## config.mk

```make
export PLATFORM = sky130hd
export DESIGN_NAME = mem_arbiter
export DESIGN_NICKNAME = d
export VERILOG_FILES = /design/src/rtl/mem_arbiter.sv
export SDC_FILE = /design/constraint.sdc
export NUM_CORES = 1
export LEC_CHECK = 0
export CAP_MARGIN = 0
export CORE_ASPECT_RATIO = 2
export CORE_MARGIN = 4
export CORE_UTILIZATION = 25
export CTS_CLUSTER_SIZE = 16
export DETAILED_ROUTE_END_ITERATION = 7
export HOLD_SLACK_MARGIN = 0.06
export SETUP_SLACK_MARGIN = 0.5
export SLEW_MARGIN = 20
export SYNTH_ARGS = -nofsm -noshare
export SYNTH_HDL_FRONTEND = slang
export SYNTH_SLANG_ARGS = --single-unit
```

## constraint.sdc

```tcl
create_clock -name clk -period 3.3 [get_ports clk]
set_input_delay 0.99 -clock clk [delete_from_list [all_inputs] [get_ports clk]]
set_output_delay 0.99 -clock clk [all_outputs]
set_load 0.02 [all_outputs]
```

## src/rtl/mem_arbiter.sv

```systemverilog
// Two-requester arbiter (instruction fetch / data) in front of one shared memory port.
// Data wins by default; a waiting fetch is forced through after STARVE_MAX data grants.
module mem_arbiter #(
    parameter int STARVE_MAX = 4
) (
    input  logic        clk,
    input  logic        reset,
    input  logic        if_req,
    input  logic [31:0] if_addr,
    output logic [31:0] if_rdata,
    output logic        if_valid,
    input  logic        dm_req,
    input  logic        dm_we,
    input  logic [31:0] dm_addr,
    input  logic [31:0] dm_wdata,
    output logic [31:0] dm_rdata,
    output logic        dm_valid,
    output logic        mem_req,
    output logic        mem_we,
    output logic [31:0] mem_addr,
    output logic [31:0] mem_wdata,
    input  logic [31:0] mem_rdata,
    input  logic        mem_ack,
    output logic        stall_if,
    output logic        stall_mem
);

    typedef enum logic [1:0] {IDLE, FETCH, DATA} state_t;

    localparam logic [2:0] STARVE_LIM = 3'(STARVE_MAX);

    state_t     state, state_nxt;
    logic [2:0] starve_cnt;
    logic       if_live, dm_live;
    logic       grant_if, grant_dm;
    logic       done_if, done_dm;

    // A requester whose completion pulse is high this cycle is finishing, not asking again.
    assign if_live   = if_req & ~if_valid;
    assign dm_live   = dm_req & ~dm_valid;
    assign stall_if  = if_req & ~if_valid;
    assign stall_mem = dm_req & ~dm_valid;
    assign done_if   = (state == FETCH) && mem_ack;
    assign done_dm   = (state == DATA) && mem_ack;

    always_ff @(posedge clk) begin
        if (!reset) begin
            state <= IDLE;
        end else begin
            state <= state_nxt;
        end
    end

    always_comb begin
        state_nxt = state;
        unique case (state)
            IDLE: begin
                if (grant_if) begin
                    state_nxt = FETCH;
                end else if (grant_dm) begin
                    state_nxt = DATA;
                end
            end
            FETCH, DATA: begin
                if (mem_ack) begin
                    state_nxt = IDLE;
                end
            end
            default: state_nxt = IDLE;
        endcase
    end

    always_comb begin
        grant_if = 1'b0;
        grant_dm = 1'b0;
        if (state == IDLE) begin
            if (if_live && (starve_cnt == STARVE_LIM)) begin
                grant_if = 1'b1;
            end else if (dm_live) begin
                grant_dm = 1'b1;
            end else if (if_live) begin
                grant_if = 1'b1;
            end
        end
    end

    always_ff @(posedge clk) begin
        if (!reset) begin
            starve_cnt <= '0;
            mem_req    <= 1'b0;
            mem_we     <= 1'b0;
            mem_addr   <= '0;
            mem_wdata  <= '0;
            if_valid   <= 1'b0;
            dm_valid   <= 1'b0;
            if_rdata   <= '0;
            dm_rdata   <= '0;
        end else begin
            if_valid <= done_if;
            dm_valid <= done_dm;
            if (done_if) begin
                if_rdata <= mem_rdata;
            end
            if (done_dm && !mem_we) begin
                dm_rdata <= mem_rdata;
            end

            if (grant_if) begin
                mem_req   <= 1'b1;
                mem_we    <= 1'b0;
                mem_addr  <= if_addr;
                mem_wdata <= '0;
            end else if (grant_dm) begin
                mem_req   <= 1'b1;
                mem_we    <= dm_we;
                mem_addr  <= dm_addr;
                mem_wdata <= dm_wdata;
            end else if (done_if || done_dm) begin
                mem_req <= 1'b0;
            end

            if (grant_if) begin
                starve_cnt <= '0;
            end else if (grant_dm && if_req && (starve_cnt < STARVE_LIM)) begin
                starve_cnt <= starve_cnt + 3'd1;
            end
        end
    end

endmodule

```

== Word-level counts from Yosys, hierarchy flattened ==
Cells that the tools add are included.
Cells by class
  $add $sub $neg: 1
  magnitude comparators: 1
  eq/ne operators: 5
  muxes and demuxes: 16
  bitwise logic cells: 5
  reduce and logical (&&, ||, !) cells: 14
Operators by type and width (number)
  $mux 32: 2
  $mux 1: 10
  $logic_and 1x1->1: 6
  $mux 2: 3
  $pmux 2 s2: 1
  $reduce_or 2->1: 2
  $add 3x1->3 const B: 1
  $eq 3x3->1 const B: 1
  $lt 3x3->1 const B: 1
  $ne 3x3->1 const B: 1
  $not 1->1: 3
  $reduce_bool 3->1: 1
  $and 1x1->1: 2
  $eq 2x1->1 const B: 1
  $eq 2x2->1 const B: 1
  $logic_not 2->1: 1
  $ne 2x2->1 const B: 1
  $reduce_and 2->1: 1
  $reduce_bool 2->1: 1
  $logic_not 1->1: 1
  $logic_or 1x1->1: 1
Word-level totals
  register bits: 137
  bits of input ports: 134
  output and inout port bits: 134
  logic and storage cells: 52

== Logic depth before layout (Yosys ltp) ==
Gate-level depths: netlist of the first run.
  depth after elaboration: 8
  mapped depth: 7
  mapped depth without buffers: 5

== Least setup slack after synthesis of the first run ==
Ideal clock, no wire load.
  path type: input to output
  from: input dm_req
  to: output stall_mem
  arrival: 1.534 ns
  data required time: 2.310 ns
  setup slack: 0.776 ns
  stages on the path: 3
  path buffers: 2
  cell sequence: and2b_1 -> buf_4 -> buf_2
Between the ends
  word-level cells in the longest chain between the ends: 1
Ends and longest elaborated chain
  start, declared: RTL line 12  | input logic dm_req,
  $and 1x1->1: RTL line 42  | assign stall_mem = dm_req & ~dm_valid;
  end, declared: RTL line 25  | output logic stall_mem
Every way passes these cells.

== Final worst setup path of the first run ==
Same ends and word-level chain as after synthesis.

==> metrics.md, run 1 <==
| Metric | Value |
|---|---|
| Worst Path Max Fanout | 2 |
| H-tree Lvls | 4 |
| Crit path kind | input pin to output pin |
| Final Skew | between 7 and 8 ps |
| Worst Setup Start Kind | input pin |
| Tcrit/Tclk final | between 80% and 90% |
| GPL Wtd Cong | 0.8241 |
| Vias in the first global route | 5651 |
| Setup crit end kind | output pin |
| Worst Path Required | between 2000 and 2500 ps |
| P_leak | a little over 3 nW |
| Placeable Area | between 20000 and 25000 µm² |
| Post-CTS Resized | 2 |
| Ys Warns | 0 |
| Post-DRT Antenna Nets | 0 |
| Worst slew margin | about 34% |
| Syn Nets | a little over 800 |
| Die footprint | around 25000 µm² |
| Unrepaired setup endpoints after global routing | false |
| DRC viols | 0 |
| # rows | 77 |
| Initial Util | 25.33% |
| Root buf cell | clkbuf_16 |
| DP HPWL | 15.39 mm |
| Post-cts hold buffer count | 0 |
| Max-slew violation count | 0 |
| Mapped cell area | 5613 µm² |
| Area delta synth->final | 61.73% |
| Final hold vios | 0 |
| WL/cell | ~18 µm |
| Routed vias/inst | slightly below 5 |
| Fillcell total | 2236 |
| R2R cell count | 7 |
| Synth Flop Type | dfxtp_1 |
| Hold WS | 450.2 ps |
| Nets | about 1100 |
| Final setup violating endpoints | 0 |
| CTS Sinks | between 100 and 150 |
| Hold Crit Class | flip-flop to flip-flop |
| Clk buf depth | 2 |
| Clock slew at reported path FFs | about 50 ps |
| IO Count | approximately 270 |
| Worst hold stages | 2 |
| Status | complete, no violations |
| Register area share after synthesis | 48.86% |
| Mapped Cells | 673 |
| Final Cell Area | 9077 µm² |
| CTS tree | done |
| Syn Area/Cell | approximately 8.3 µm² |
| Fmax | ~360 MHz |
| Most frequent cells in the layout | clkdlybuf4s50_1, dfxtp_1, nand2_1 |
| #FFs+latches synth | 137 |
| Max_cap viols | 0 |
| Die Ht | approximately 220 µm |
| Tmin final | 2764 ps |
| Commonest non-fill, non-tap cell in the layout | clkdlybuf4s50_1 |
| PortBufs | approximately 270 |
| Layout cells sized above 1 | around 6.6% |
| Final WL | between 20 and 25 mm |
| Crit path arrival time | between 1500 and 2000 ps |
| Worst-Margin Slew | just under 1000 ps |
| Peak supply drop | around 0.34 mV |
| Clock latency on the worst-skew pair | ~430 ps |
| Largest net degree at the start of global routing | 60 |
| First-pass GRT wire length | roughly 33 mm |
| Initial antenna violation count | 3 |
| Via count | 5961 |
| Power Dens Cells | just over 500 nW/µm² |
| Design Power | between 0.004 and 0.005 W |
| Post-CTS Setup Inserts | 0 |
| Total GRT Usage | approximately 17% |
| Overall die width | 114.0 µm |
| Post-DP Area | roughly 8500 µm² |
| 1st-iter DRT viols | approximately 370 |
| Post-synth EDFFs | 0 |
| Num CTS Buffers | 17 |
| Yosys cell types | 36 |
| Total grt overflow | 0 |
| R2r setup slk | 1160 ps |
| Sum Neg Setup Slack | 0 ps |
| Post-synth ARST share | 0% |
| Router iterations before antenna repair | 4 |
-- final cells by class --
class / instances / area, µm² / share of cell area (%)
clock inverter: 12 / 102.6 / 1.130
inverter: 24 / 91.34 / 1.006
clock buffer: 19 / 452.9 / 4.990
sequential: 137 / 2743 / 30.21
antenna: 3 / 7.507 / 0.08270
tap: 276 / 345.3 / 3.804
multi-input combinational: 443 / 2482 / 27.35
timing repair buffer: 288 / 2853 / 31.43
-- worst max-delay path: stages --
cell and delay (ps):
clkdlybuf4s50_1 490, and2b_1 170, buf_6 130
-- cell families after synthesis --
kind of cell / share of synthesized area (%)
AOI/OAI and AO/OA: 27.62
adders and majority gates: 1.115
buffers and inverters: 7.089
DFF: 48.86
and+or+nand+nor: 15.31
-- Yosys cell counts, drive strengths merged, types with 2 or more instances --
cell type / number / area [µm²]
clkbuf: 42 / 157.7
a311oi: 15 / 131.4
a31oi: 2 / 12.51
nand2: 132 / 495.5
a211oi: 85 / 638.1
o21ai: 51 / 259.0
nand3b: 3 / 30.03
and3b: 2 / 17.52
nand2b: 2 / 12.51
a21o: 2 / 15.01
o31ai: 18 / 135.1
nand3: 47 / 235.2
a21oi: 66 / 334.1
ha: 5 / 62.56
dfxtp: 137 / 2743
inv: 24 / 90.08
nand4b: 2 / 17.52
buf: 27 / 150.1
-- state kept, by name (all words and copies together), names as in the netlist --
register and count:
starve_cnt 3, if_rdata 32, mem_req 1, mem_wdata 32
dm_rdata 32, state 2, mem_addr 32, if_valid 1
mem_we 1, dm_valid 1
-- through the flow --
stage | setup WS [ps] | cells | util, %
after floorplan | 776.1 | 673 | -
after global routing | 503.5 | 1202 | 40.97
after CTS | 339.9 | 1199 | 40.92
after global placement | 91.21 | 1168 | 38.42
after detailed placement | 75.80 | 1168 | 38.42
final | 536.0 | 1202 | 40.97
-- routing by layer --
layer / part of all wire (%) / wire length (µm) / global-route usage (%)
met1: 37 / 8278 / 18.92
met2: 53 / 11620 / 29.30
met3: 5.7 / 1263 / 4.314
met4: 4.4 / 970 / 10.03
met5: 0 / 0 / 0
-- path summary, 6_finish.rpt --
check                       to           from
hold reg to reg   mem_addr[12]   mem_addr[12]
setup reg to reg  mem_addr[30]  starve_cnt[0]
setup / recovery     stall_mem         dm_req
hold / removal    mem_addr[12]   mem_addr[12]
-- power by group --
part           switching [W]  internal (W)  total (W)
sequential         0.0000603       0.00177    0.00183
clock               0.000747       0.00106    0.00181
combinational       0.000530      0.000466   0.000996
total                0.00134       0.00330    0.00464
No activity file was read; power rests on OpenSTA's default activity.
==> run 2, diff against run 1 <==
==> constraint.sdc (replaced) <==
create_clock -name clk -period 2.4 [get_ports clk]
set_input_delay 0.72 -clock clk [delete_from_list [all_inputs] [get_ports clk]]
set_output_delay 0.72 -clock clk [all_outputs]
set_load 0.02 [all_outputs]
==> run 2 against run 1 <==
  * Die area unchanged
  * Hold slack got worse by 4.4 ps
  * Via count decreased by 1.2%
  * Utilization increased by 0.40 points
  * Clock power increased by 51%
  * Combinational power increased by 34%
  * Design area increased by 0.98%
  * Routed wire length decreased by 0.50%
  * Global-route usage about the same
  * Clock-buffer cell count increased by 1
  * Non-clock buffer count increased by 11
  * Sequential power increased by 37%
  * Critical path type unchanged
==> metrics.md, run 2 (same netlist as run 1, synthesis figures left out) <==
| Metric | Value |
|---|---|
| Clock slew at reported path FFs | around 50 ps |
| Router iterations before antenna repair | 4 |
| R2R cell count | 6 |
| P_int | 0.004740 W |
| Final WL | about 22 mm |
| Max-slew violation count | 0 |
| Tcrit/Tclk final | just under 80% |
| Largest stage delay, worst path | between 200 and 250 ps |
| DRC viols | 0 |
| Slowest CP cell | and2b_2 |
| Clk buf depth | 2 |
| CTS tree | done |
| PortBufs | 267 |
| Setup crit end kind | output pin |
| HP Start | mem_addr[24] |
| First-pass GRT wire length | ~33 mm |
| Peak supply drop | a little over 0.5 mV |
| Post-cts hold buffer count | 0 |
| Placeable Area | ~22000 µm² |
| Combinational fraction of design power | 20.2% |
| Area delta synth->final | 63.31% |
| Num CTS Buffers | 17 |
| Layout cells sized above 1 | under 10% |
| Crit path top cell by count | buf_6 |
| Die footprint | ~25000 µm² |
| CP Cell Sequence | buf_6 -> and2b_2 -> buf_6 |
| Sum Neg Setup Slack | 0 ps |
| Die Ht | 219.9 µm |
| Power Dens Cells | 718.3 nW/µm² |
| P_leak | about 3.7 nW |
| Tmin final | between 1500 and 2000 ps |
| Unrepaired setup endpoints after global routing | true |
| H-tree Lvls | 4 |
| Register share of total power | a little under two fifths |
| Worst hold stages | 2 |
| 1st-iter DRT viols | roughly 390 |
| Max_cap viols | 0 |
| Routed vias/inst | 4.858 |
| Clk network pwr share | between 40% and 50% |
| R2r startpoint | state[0] |
| Hold EP | mem_addr[24] |
| Sw Pwr | between 0.0015 and 0.002 W |
| Final hold vios | 0 |
| DP HPWL | approximately 15 mm |
| Via count | 5888 |
| GPL Wtd Cong | slightly above 0.8 |
| Dpl ws | -501.3 ps |
| Overall die width | between 100 and 150 µm |
| Final setup violating endpoints | 0 |
| Largest net degree at the start of global routing | 50 |
| R2r setup slk | 670 ps |
| Worst Path Required | ~1700 ps |
| Worst Path Max Fanout | 3 |
| CTS Sinks | between 100 and 150 |
| Crit path arrival time | between 1000 and 1500 ps |
| Worst-Margin Slew | between 500 and 600 ps |
| Initial antenna violation count | 3 |
| WL/cell | about 18 µm |
| Nets | 1061 |
| Initial Util | approximately 25% |
| Status | complete, no violations |
| Fin worst setup slack | approximately 510 ps |
| Most frequent cells in the layout | dfxtp_1, nand2_1, clkdlybuf4s50_1 |
| Worst slew margin | 63.78% |
| Hold Crit Class | flip-flop to flip-flop |
| Total GRT Usage | ~17% |
| Worst Setup Start Kind | input pin |
| Total grt overflow | 0 |
| Final Skew | approximately 7.6 ps |
| Fraction of power spent switching nets | between 20% and 30% |
| RR Endpoint | mem_wdata[11] |
| Root buf cell | clkbuf_16 |
| Fmax | about 530 MHz |
| Clock latency on the worst-skew pair | roughly 420 ps |
| # rows | a little under 80 |
| Vias in the first global route | ~6000 |
| Hold WS | roughly 450 ps |
| Commonest non-fill, non-tap cell in the layout | dfxtp_1 |
| Post-DRT Antenna Nets | 0 |
| IO Count | between 200 and 300 |
| Crit path kind | input pin to output pin |
[run 2: layer usage]
metal	track usage (%)	up-vias	share of wire [%]
met5	0	-	0
li1	-	2900	-
met1	19.08	2781	38
met2	30.30	170	54
met4	8.997	0	3.4
met3	3.517	37	4.1
[run 2: final cells by class]
| cell class | count | area (µm²) |
|---|---|---|
| fillers | 2288 | 12990 |
| multi-input cells | 443 | 2491 |
| clock inverters | 10 | 142.6 |
| flip-flops and latches | 137 | 2745 |
| well taps | 276 | 345.3 |
| repair buffers | 299 | 2877 |
| diodes | 3 | 7.507 |
| inverters | 24 | 91.34 |
| clock buffers | 20 | 466.7 |
[run 2: power by group through the flow]
stage	logic, W	clock network (W)	registers, W
3_5_place_dp	0.00144	0	0.00257
6_report	0.00133	0.00274	0.00251
4_1_cts	0.00135	0.00283	0.00252
3_3_place_gp	0.00144	0	0.00257
5_1_grt	0.00143	0.00290	0.00253
2_1_floorplan	0.000474	0	0.00275
[run 2: how the worst max path moves through the flow]
| stage | to | depth (start not counted) | slack [ps] | from |
|---|---|---|---|---|
| after global placement | stall_if | 3 | -500 | if_req |
| after floorplan | stall_mem | 3 | 510 | dm_req |
| after global routing | stall_mem | 2 | 490 | dm_valid |
| final | stall_mem | 3 | 510 | dm_req |
| after CTS | stall_if | 3 | 380 | if_req |
| after detailed placement | stall_if | 3 | -500 | if_req |
[run 2: critical path, delay by kind of cell]
family                 cells  cell delay [ps]
buffers and inverters      2              240
and+or+nand+nor            1              220
[run 2: per-stage QoR]
stage | power [W] | cell area, µm² | std cells | util [%]
6_report | 0.006584 | 9166 | 1212 | 41.37
5_1_grt | 0.006868 | 9166 | 1212 | 41.37
4_1_cts | 0.006690 | 9164 | 1209 | 41.36
3_5_place_dp | 0.004011 | 8692 | 1178 | 39.23
3_3_place_gp | 0.004009 | 8692 | 1178 | 39.23
2_1_floorplan | 0.003229 | 5623 | 673 | -
[run 2: what timing repair did]
action                                  4_1_cts  5_1_grt
buffers inserted                              1        0
endpoints found under the setup margin      204        7
resized for setup                           160        9
